File: src/rtl/cpu_pkg.sv
// Shared definitions for the pipeline: opcode constants, default widths and
// the memory-stage FSM state encoding.
package cpu_pkg;

  localparam int unsigned DBITS_DEFAULT               = 32;
  localparam int unsigned REG_INDEX_BIT_WIDTH_DEFAULT = 4;
  localparam int unsigned OP_W                        = 4;
  localparam int unsigned TO_CNT_W                    = 8;

  localparam logic [OP_W-1:0] OP_LW = 4'b1001;
  localparam logic [OP_W-1:0] OP_SW = 4'b0101;

  typedef enum logic {
    ST_IDLE = 1'b0,
    ST_WAIT = 1'b1
  } mem_state_e;

endpackage

File: src/rtl/mem_wb_reg.sv
// Writeback pipeline register with bubble insert.
// Ports:
//   clk, reset  - clock and synchronous active-high reset
//   load_i      - capture the bundle; when low only the write enable clears
//   result_i/rd_i/wr_i - incoming writeback bundle
//   result_o/rd_o/wr_o - registered writeback bundle
module mem_wb_reg #(
  parameter int unsigned DBITS = 32,
  parameter int unsigned RW    = 4
) (
  input  logic             clk,
  input  logic             reset,
  input  logic             load_i,
  input  logic [DBITS-1:0] result_i,
  input  logic [RW-1:0]    rd_i,
  input  logic             wr_i,
  output logic [DBITS-1:0] result_o,
  output logic [RW-1:0]    rd_o,
  output logic             wr_o
);

  logic [DBITS-1:0] result_q;
  logic [RW-1:0]    rd_q;
  logic             wr_q;

  // Bubbles hold data/index and only drop the write enable, so no double write.
  always_ff @(posedge clk) begin
    if (reset) begin
      result_q <= '0;
      rd_q     <= '0;
      wr_q     <= 1'b0;
    end else if (load_i) begin
      result_q <= result_i;
      rd_q     <= rd_i;
      wr_q     <= wr_i;
    end else begin
      wr_q     <= 1'b0;
    end
  end

  assign result_o = result_q;
  assign rd_o     = rd_q;
  assign wr_o     = wr_q;

endmodule

File: src/rtl/mem_stage.sv
// Memory-access stage: performs LW/SW over a req/ack bus, stalls upstream
// while an access is outstanding, abandons it after TIMEOUT_CYCLES and
// registers the writeback bundle.
// Ports:
//   clk, reset                     - clock, synchronous active-high reset
//   ME_op/ME_func/ME_result/ME_storeData/ME_rd/ME_wrReg - EX/MEM register
//   mem_req/mem_we/mem_addr/mem_wdata/mem_rdata/mem_ack - data bus
//   stall                          - freeze upstream pipeline registers
//   bus_err                        - sticky access-timeout flag
//   WB_result/WB_rd/WB_wrReg       - registered writeback bundle
module mem_stage
  import cpu_pkg::*;
#(
  parameter int unsigned DBITS               = DBITS_DEFAULT,
  parameter int unsigned REG_INDEX_BIT_WIDTH = REG_INDEX_BIT_WIDTH_DEFAULT,
  parameter int unsigned TIMEOUT_CYCLES      = 255
) (
  input  logic                           clk,
  input  logic                           reset,
  input  logic [OP_W-1:0]                ME_op,
  input  logic [OP_W-1:0]                ME_func,
  input  logic [DBITS-1:0]               ME_result,
  input  logic [DBITS-1:0]               ME_storeData,
  input  logic [REG_INDEX_BIT_WIDTH-1:0] ME_rd,
  input  logic                           ME_wrReg,
  output logic                           mem_req,
  output logic                           mem_we,
  output logic [DBITS-1:0]               mem_addr,
  output logic [DBITS-1:0]               mem_wdata,
  input  logic [DBITS-1:0]               mem_rdata,
  input  logic                           mem_ack,
  output logic                           stall,
  output logic                           bus_err,
  output logic [DBITS-1:0]               WB_result,
  output logic [REG_INDEX_BIT_WIDTH-1:0] WB_rd,
  output logic                           WB_wrReg
);

  localparam logic [TO_CNT_W-1:0] TO_LAST = TO_CNT_W'(TIMEOUT_CYCLES - 1);

  mem_state_e          state_q, state_d;
  logic [TO_CNT_W-1:0] cnt_q, cnt_d;
  logic                bus_err_q, bus_err_d;
  logic                is_lw, is_sw, is_mem;
  logic                timeout_hit;
  logic                wb_load;
  logic [DBITS-1:0]    wb_result_d;
  logic                unused_func;

  // Function field plays no part in memory decode.
  assign unused_func = ^ME_func;

  assign is_lw  = (ME_op == OP_LW);
  assign is_sw  = (ME_op == OP_SW);
  assign is_mem = is_lw | is_sw;

  assign timeout_hit = (state_q == ST_WAIT) && !mem_ack && (cnt_q == TO_LAST);

  // State register
  always_ff @(posedge clk) begin
    if (reset) begin
      state_q   <= ST_IDLE;
      cnt_q     <= '0;
      bus_err_q <= 1'b0;
    end else begin
      state_q   <= state_d;
      cnt_q     <= cnt_d;
      bus_err_q <= bus_err_d;
    end
  end

  // Next-state logic
  always_comb begin
    state_d   = state_q;
    cnt_d     = cnt_q;
    bus_err_d = bus_err_q;
    case (state_q)
      ST_IDLE: begin
        if (is_mem && !mem_ack) begin
          state_d = ST_WAIT;
          cnt_d   = '0;
        end
      end
      ST_WAIT: begin
        if (mem_ack) begin
          state_d = ST_IDLE;
        end else if (timeout_hit) begin
          state_d   = ST_IDLE;
          bus_err_d = 1'b1;
        end else begin
          cnt_d = cnt_q + TO_CNT_W'(1);
        end
      end
      default: state_d = ST_IDLE;
    endcase
  end

  // Output logic; a same-cycle ack or the timeout releases the stall at once.
  always_comb begin
    mem_req = 1'b0;
    case (state_q)
      ST_IDLE: mem_req = is_mem;
      ST_WAIT: mem_req = 1'b1;
      default: mem_req = 1'b0;
    endcase
    stall = mem_req & !mem_ack & !timeout_hit;
  end

  // Bus fields are held stable by the upstream stall.
  assign mem_we    = is_sw;
  assign mem_addr  = ME_result;
  assign mem_wdata = ME_storeData;
  assign bus_err   = bus_err_q;

  // Stores and abandoned accesses complete as bubbles.
  assign wb_load     = !stall && !timeout_hit && !is_sw;
  assign wb_result_d = is_lw ? mem_rdata : ME_result;

  mem_wb_reg #(
    .DBITS (DBITS),
    .RW    (REG_INDEX_BIT_WIDTH)
  ) u_wb_reg (
    .clk      (clk),
    .reset    (reset),
    .load_i   (wb_load),
    .result_i (wb_result_d),
    .rd_i     (ME_rd),
    .wr_i     (ME_wrReg),
    .result_o (WB_result),
    .rd_o     (WB_rd),
    .wr_o     (WB_wrReg)
  );

endmodule

File: config.mk
export PLATFORM = sky130hd
export DESIGN_NAME = mem_stage
export DESIGN_NICKNAME = d
export VERILOG_FILES = /design/src/rtl/cpu_pkg.sv /design/src/rtl/mem_wb_reg.sv /design/src/rtl/mem_stage.sv
export SDC_FILE = /design/constraint.sdc
export NUM_CORES = 1
export LEC_CHECK = 0
export BUFFER_PORTS_ARGS = -buffer_cell sky130_fd_sc_hd__buf_2
export CORE_AREA = 2 2 83 85
export CTS_CLUSTER_DIAMETER = 30
export CTS_CLUSTER_SIZE = 30
export DETAILED_ROUTE_END_ITERATION = 12
export DIE_AREA = 0 0 85 87
export GPL_ROUTABILITY_DRIVEN = 0
export PLACE_DENSITY = 0.84
export SLEW_MARGIN = 20
export SYNTH_ARGS = -nofsm -noshare
export SYNTH_HDL_FRONTEND = slang
export SYNTH_SLANG_ARGS = --single-unit
File: constraint.sdc
create_clock -name clk -period 2.4 [get_ports clk]
set_input_delay 0.48 -clock clk [delete_from_list [all_inputs] [get_ports clk]]
set_output_delay 0.48 -clock clk [all_outputs]
set_load 0.02 [all_outputs]
# ---- Word level (Yosys, flattened, before mapping)
# Index checks and enable logic that the tools add are counted.
dict set report totals {
  rom_bits 0
  n_memories 0
  register_bits 47
  latchBits 0
  ram_bits 0
  output_inout_bits 105
}
dict set report op_classes {
  n_eq_ne 6
  add_sub_neg 1
  reduce_logical 12
  shift 0
  order_cmp 0
  multipliers 0
  n_bitwise 6
  mux 10
  div_mod_pow 0
}
# operator count
set op_table {}
lappend op_table {{2-to-1 mux 32 bit} 1}
lappend op_table {{2-to-1 mux 8 bit} 3}
lappend op_table {{case mux 8 bit (2 select lines)} 1}
lappend op_table {{adder 8 x 1 -> 8 bit (second input constant)} 1}
lappend op_table {{equality test 8 bit (second input constant)} 1}
lappend op_table {{!= test 2 bit (second input constant)} 3}
lappend op_table {{AND reduction 3 bit} 2}
lappend op_table {{logical AND 1 bit} 5}
lappend op_table {{equality test 4 x 3 -> 1 bit (second input constant)} 1}
lappend op_table {{equality test 4 bit (second input constant)} 1}
lappend op_table {{zero test 1 bit} 4}
lappend op_table {{case mux 1 bit (2 select lines)} 2}
lappend op_table {{2-to-1 mux 1 bit} 3}
lappend op_table {{inverter 1 bit} 3}
lappend op_table {{AND 1 bit} 2}
lappend op_table {{OR reduction 2 bit} 1}
lappend op_table {{OR 1 bit} 1}

# ---- Longest topological paths before layout
dict set report depth {
  word_depth 10
  depth_mapped 6
}

# ---- Modules after synthesis
# Synthesis repeated with hierarchy kept, for this count alone.
dict set report unflattened {
  hier_cells 287
  hier_area_um2 2854.0
}
# mod cells_per_inst instances seq_area_each_um2 area_each_um2
set by_module_without_submodules {}
lappend by_module_without_submodules {mem_stage 169 1 200.2 1520.2}
lappend by_module_without_submodules {mem_wb_reg 118 1 740.7 1333.8}

# ---- Worst setup path before layout
# Ideal clock, no wire load.
dict set report synth_path {
  path_kind {reg2out}
  start {register cnt_q[0]}
  end {output stall}
  slack_ns 0.590
  arrival_time_ns 1.330
  path_stages_with_launch 6
  path_cell_list {dfxtp_1 > inv_1 > ha_1 > nand4_1 > o21ai_0 > nor2_1}
}
dict set report synth_between {
  elab_chain_len 4
}
# item line_no
set synth_rtl {}
lappend synth_rtl {{start, declared} mem_stage.sv:42} ;# logic [TO_CNT_W-1:0] cnt_q, cnt_d;
lappend synth_rtl {{start signal, assigned} mem_stage.sv:67} ;# cnt_q <= cnt_d;
lappend synth_rtl {{equality test 8 bit} mem_stage.sv:57} ;# assign timeout_hit = (state_q == ST_WAIT) && !mem_ack && (cnt_q == TO_LAST);
lappend synth_rtl {{logical AND 1 bit} mem_stage.sv:57}
lappend synth_rtl {{zero test 1 bit} mem_stage.sv:106} ;# stall = mem_req & !mem_ack & !timeout_hit;
lappend synth_rtl {{AND 1 bit} mem_stage.sv:106}
lappend synth_rtl {{end, declared} mem_stage.sv:32} ;# output logic stall,
# Every way passes these cells.

# ---- Final worst setup path
dict set report layout_path {
  start {register cnt_q[3]}
  end {output stall}
}
# The elaborated chain is that of the path after synthesis.

==> run_results.csv <==
group,metric,value,unit
synthesis,netlist_top_cells_area,"dfxtp_1, buf_4, mux2i_1, a211oi_1, nor2_1",
detailed_routing,num_vias,2244,
clocking,cts_buffer_depth,2,
timing,slew_violations,0,
placed_design,dp_hpwl,4.63,mm
layout,fillers,642,
timing,fmax,458,MHz
global_route,gr-total-overflow,0,
floorplanning,placementRows,30,
job,max_cap_violations,0,
synthesis,yosysMostFrequentCell,"buf_4",
worst_hold_path,hp-class,"in -> reg",
timing,hold_viol_final,0,
clocking,post-cts-setup-buffer-count,0,
pwr,clkPwrFrac,0.278,
clocking,cts_tree,"yes",
detailed_routing,avgViaCountPerCell,4.94,
pwr,sequentialPowerShare,0.499,
synthesis,yosys_warnings,0,
global_route,grt_pass1_wl,8.90,mm
worst_setup_path,ff2ff_setup_slack,650,ps
synthesis,synth_top_area_cell,"dfxtp_1",
global_route,antenna_found_initial,0,
pwr,leakagePower,0.00148,uW
pwr,switching_share,0.292,
worst_setup_path,worstSetupPathType,"reg -> out",
timing,relSlewSlack,0.707,
synthesis,ys_seq_area_frac,0.355,
synthesis,synth_commonest_cells,"buf_4, dfxtp_1, nor2_1",
layout,drive_above_1_share,0.439,
clocking,ctsRootBufferMaster,"clkbuf_8",
pwr,power_frac_comb,0.223,
detailed_routing,drt_wl_total,5.87,mm
synthesis,syn-cell-area,2650,um^2
floorplanning,die_w,85,um
synthesis,synth_edf_count,0,
pwr,ir_drop,0.000287,V
timing,min_period_over_period,0.910,
pwr,p_sw,498,uW
worst_setup_path,cp_max_fo,7,
synthesis,synth_cell_types,32,
pwr,p_int,1210,uW
detailed_routing,ant_nets,0,
worst_setup_path,critPathMaxStageDelay,460,ps
floorplanning,die_area,7400,um^2
layout,fin_util,0.468,
detailed_routing,met1_length,2.30,mm
global_route,grt_max_degree,39,
floorplanning,core,6570,um^2
global_route,grt_usage,0.147,
detailed_routing,drc,0,
outcome,status,"finished, final reports clean",
synthesis,ys.flop_type,"dfxtp_1",
worst_setup_path,crit_chain,"nand4_1 -> o21ai_0 -> nor2_1 -> buf_2",
pwr,p_per_area,556,nW/um^2
floorplanning,initial_core_util,0.403,
detailed_routing,wire_per_inst,12.9,um
detailed_routing,met2_length,3.00,mm
timing,finalSetupViolations,0,
layout,fin_cells,454,
timing,finClkSkew,6.70,ps
synthesis,syn_inst,294,
clocking,postCtsResizedCells,0,
clocking,ctsHoldBuffers,0,
layout,antenna_cells,0,
synthesis,ys_ff_latch,47,
worst_setup_path,critPathArrivalTime,1700,ps
synthesis,syn_area_per_cell,9.01,um^2
detailed_routing,drt_iter0_drc,68,
floorplanning,io_pins,217,
worst_setup_path,worstPathRequired,1920,ps
timing,rsz0062_at_grt,"no",
worst_setup_path,critPathCaptureType,"output pin",
worst_setup_path,crit_path_start_kind,"flop",
timing,worst_pin_slew,435,ps
placed_design,dp_cells,447,
synthesis,ys_async_sr_fraction,0,
floorplanning,die_h,87,um
synthesis,synth.top_cell.area_share,0.355,
clocking,cts_buffers,5,
layout,syn2layout_area_growth,16.0,%
global_route,grt_pass1_vias,1967,
placed_design,io_buffers,148,
clocking,htreeDepth,2,
synthesis,synth_fp_nets,408,
layout,finalNetCount,488,
clocking,clk_pin_slew,90,ps
detailed_routing,top_layer_used,"met4",
detailed_routing,dr.pass1.iters,4,
clocking,cts.sinks,47,
clocking,clkLatencyLatePin,290,ps
timing,fin_crit,2180,ps
detailed_routing,dr_wl_met3,516,um
worst_setup_path,timing.critical_path.slowest_stage_cell,"dfxtp_1",
timing,finalSetupTns,0,ps
-- critical path: cells and delay by family (launching register included) --
| family | cells | cell delay (ps) |
|---|---|---|
| compound gates | 1 | 430 |
| buf+inv | 1 | 190 |
| flops | 1 | 460 |
| simple gates | 2 | 340 |
-- layout make-up --
class | instances | area (um^2) | area share
multi-input cells | 163 | 1130 | 0.366
flip-flops and latches | 47 | 941 | 0.306
repair buffers | 153 | 803 | 0.261
well taps | 80 | 100 | 0.0326
clock buffers | 6 | 82.6 | 0.0269
inverters | 4 | 15.0 | 0.00489
clock inverters | 1 | 5.00 | 0.00163
-- per-stage QoR --
stage                     instance area [um^2]  hold WS [ps]  total power [uW]  setup slack, ps
after floorplan                           2650           476              1200              590
after detailed placement                  2990           466              1260              323
after global placement                    2990           453              1250              376
final                                     3070           425              1710              217
after CTS                                 3070           418              1740              221
after global routing                      3070           434              1800             81.7
-- path summary, 6_finish.rpt --
path,startpoint,end,cells past startpoint
worst max register to register,cnt_q[0],cnt_q[1],6
worst max-delay path,cnt_q[3],stall,4
worst min register to register,bus_err,bus_err,2
worst min-delay path,ME_rd[3],u_wb_reg.rd_o[3],3
-- layout by cell type (no fill, tap or decap), types with 2 or more instances in the layout --
cell type	count
clkbuf_8	6
nor3_1	2
inv_1	4
a211oi_1	34
ha_1	2
o21ai_0	8
buf_4	3
a31oi_1	4
nand2b_1	7
nor2b_1	2
nor2_1	42
buf_2	148
dfxtp_1	47
and4bb_2	2
and3_1	2
buf_12	2
nand3_1	5
nand4_1	2
mux2i_1	37
nor4_1	2
-- power by group through the flow --
| stage | sequential (uW) | combinational [uW] | clock, uW |
|---|---|---|---|
| 6_report | 853 | 380 | 475 |
| 5_1_grt | 860 | 412 | 530 |
| 4_1_cts | 853 | 385 | 499 |
| 3_5_place_dp | 871 | 384 | 0 |
| 3_3_place_gp | 869 | 377 | 0 |
| 2_1_floorplan | 932 | 273 | 0 |
-- state kept, by name, indices dropped and copies added (netlist names) --
name               flops
u_wb_reg.result_o     32
bus_err                1
state_q                1
u_wb_reg.rd_o          4
cnt_q                  8
u_wb_reg.wr_o          1
-- layer usage --
layer	GRT usage	vias up
met2	0.268	108
met5	0	-
li1	-	1124
met1	0.171	1006
met3	0.0370	6
met4	0.0433	0
-- cells by family (layout without fill, tap and decap cells) --
| logic type | after synthesis | in the layout | synth area share |
|---|---|---|---|
| compound gates | 50 | 50 | 0.136 |
| fa+ha+maj | 2 | 2 | 0.00945 |
| flops | 47 | 47 | 0.355 |
| mux | 37 | 37 | 0.140 |
| buf+inv | 84 | 164 | 0.220 |
| simple gates | 73 | 73 | 0.137 |
| xor+xnor | 1 | 1 | 0.00331 |
(Power assumes the default switching activity.)
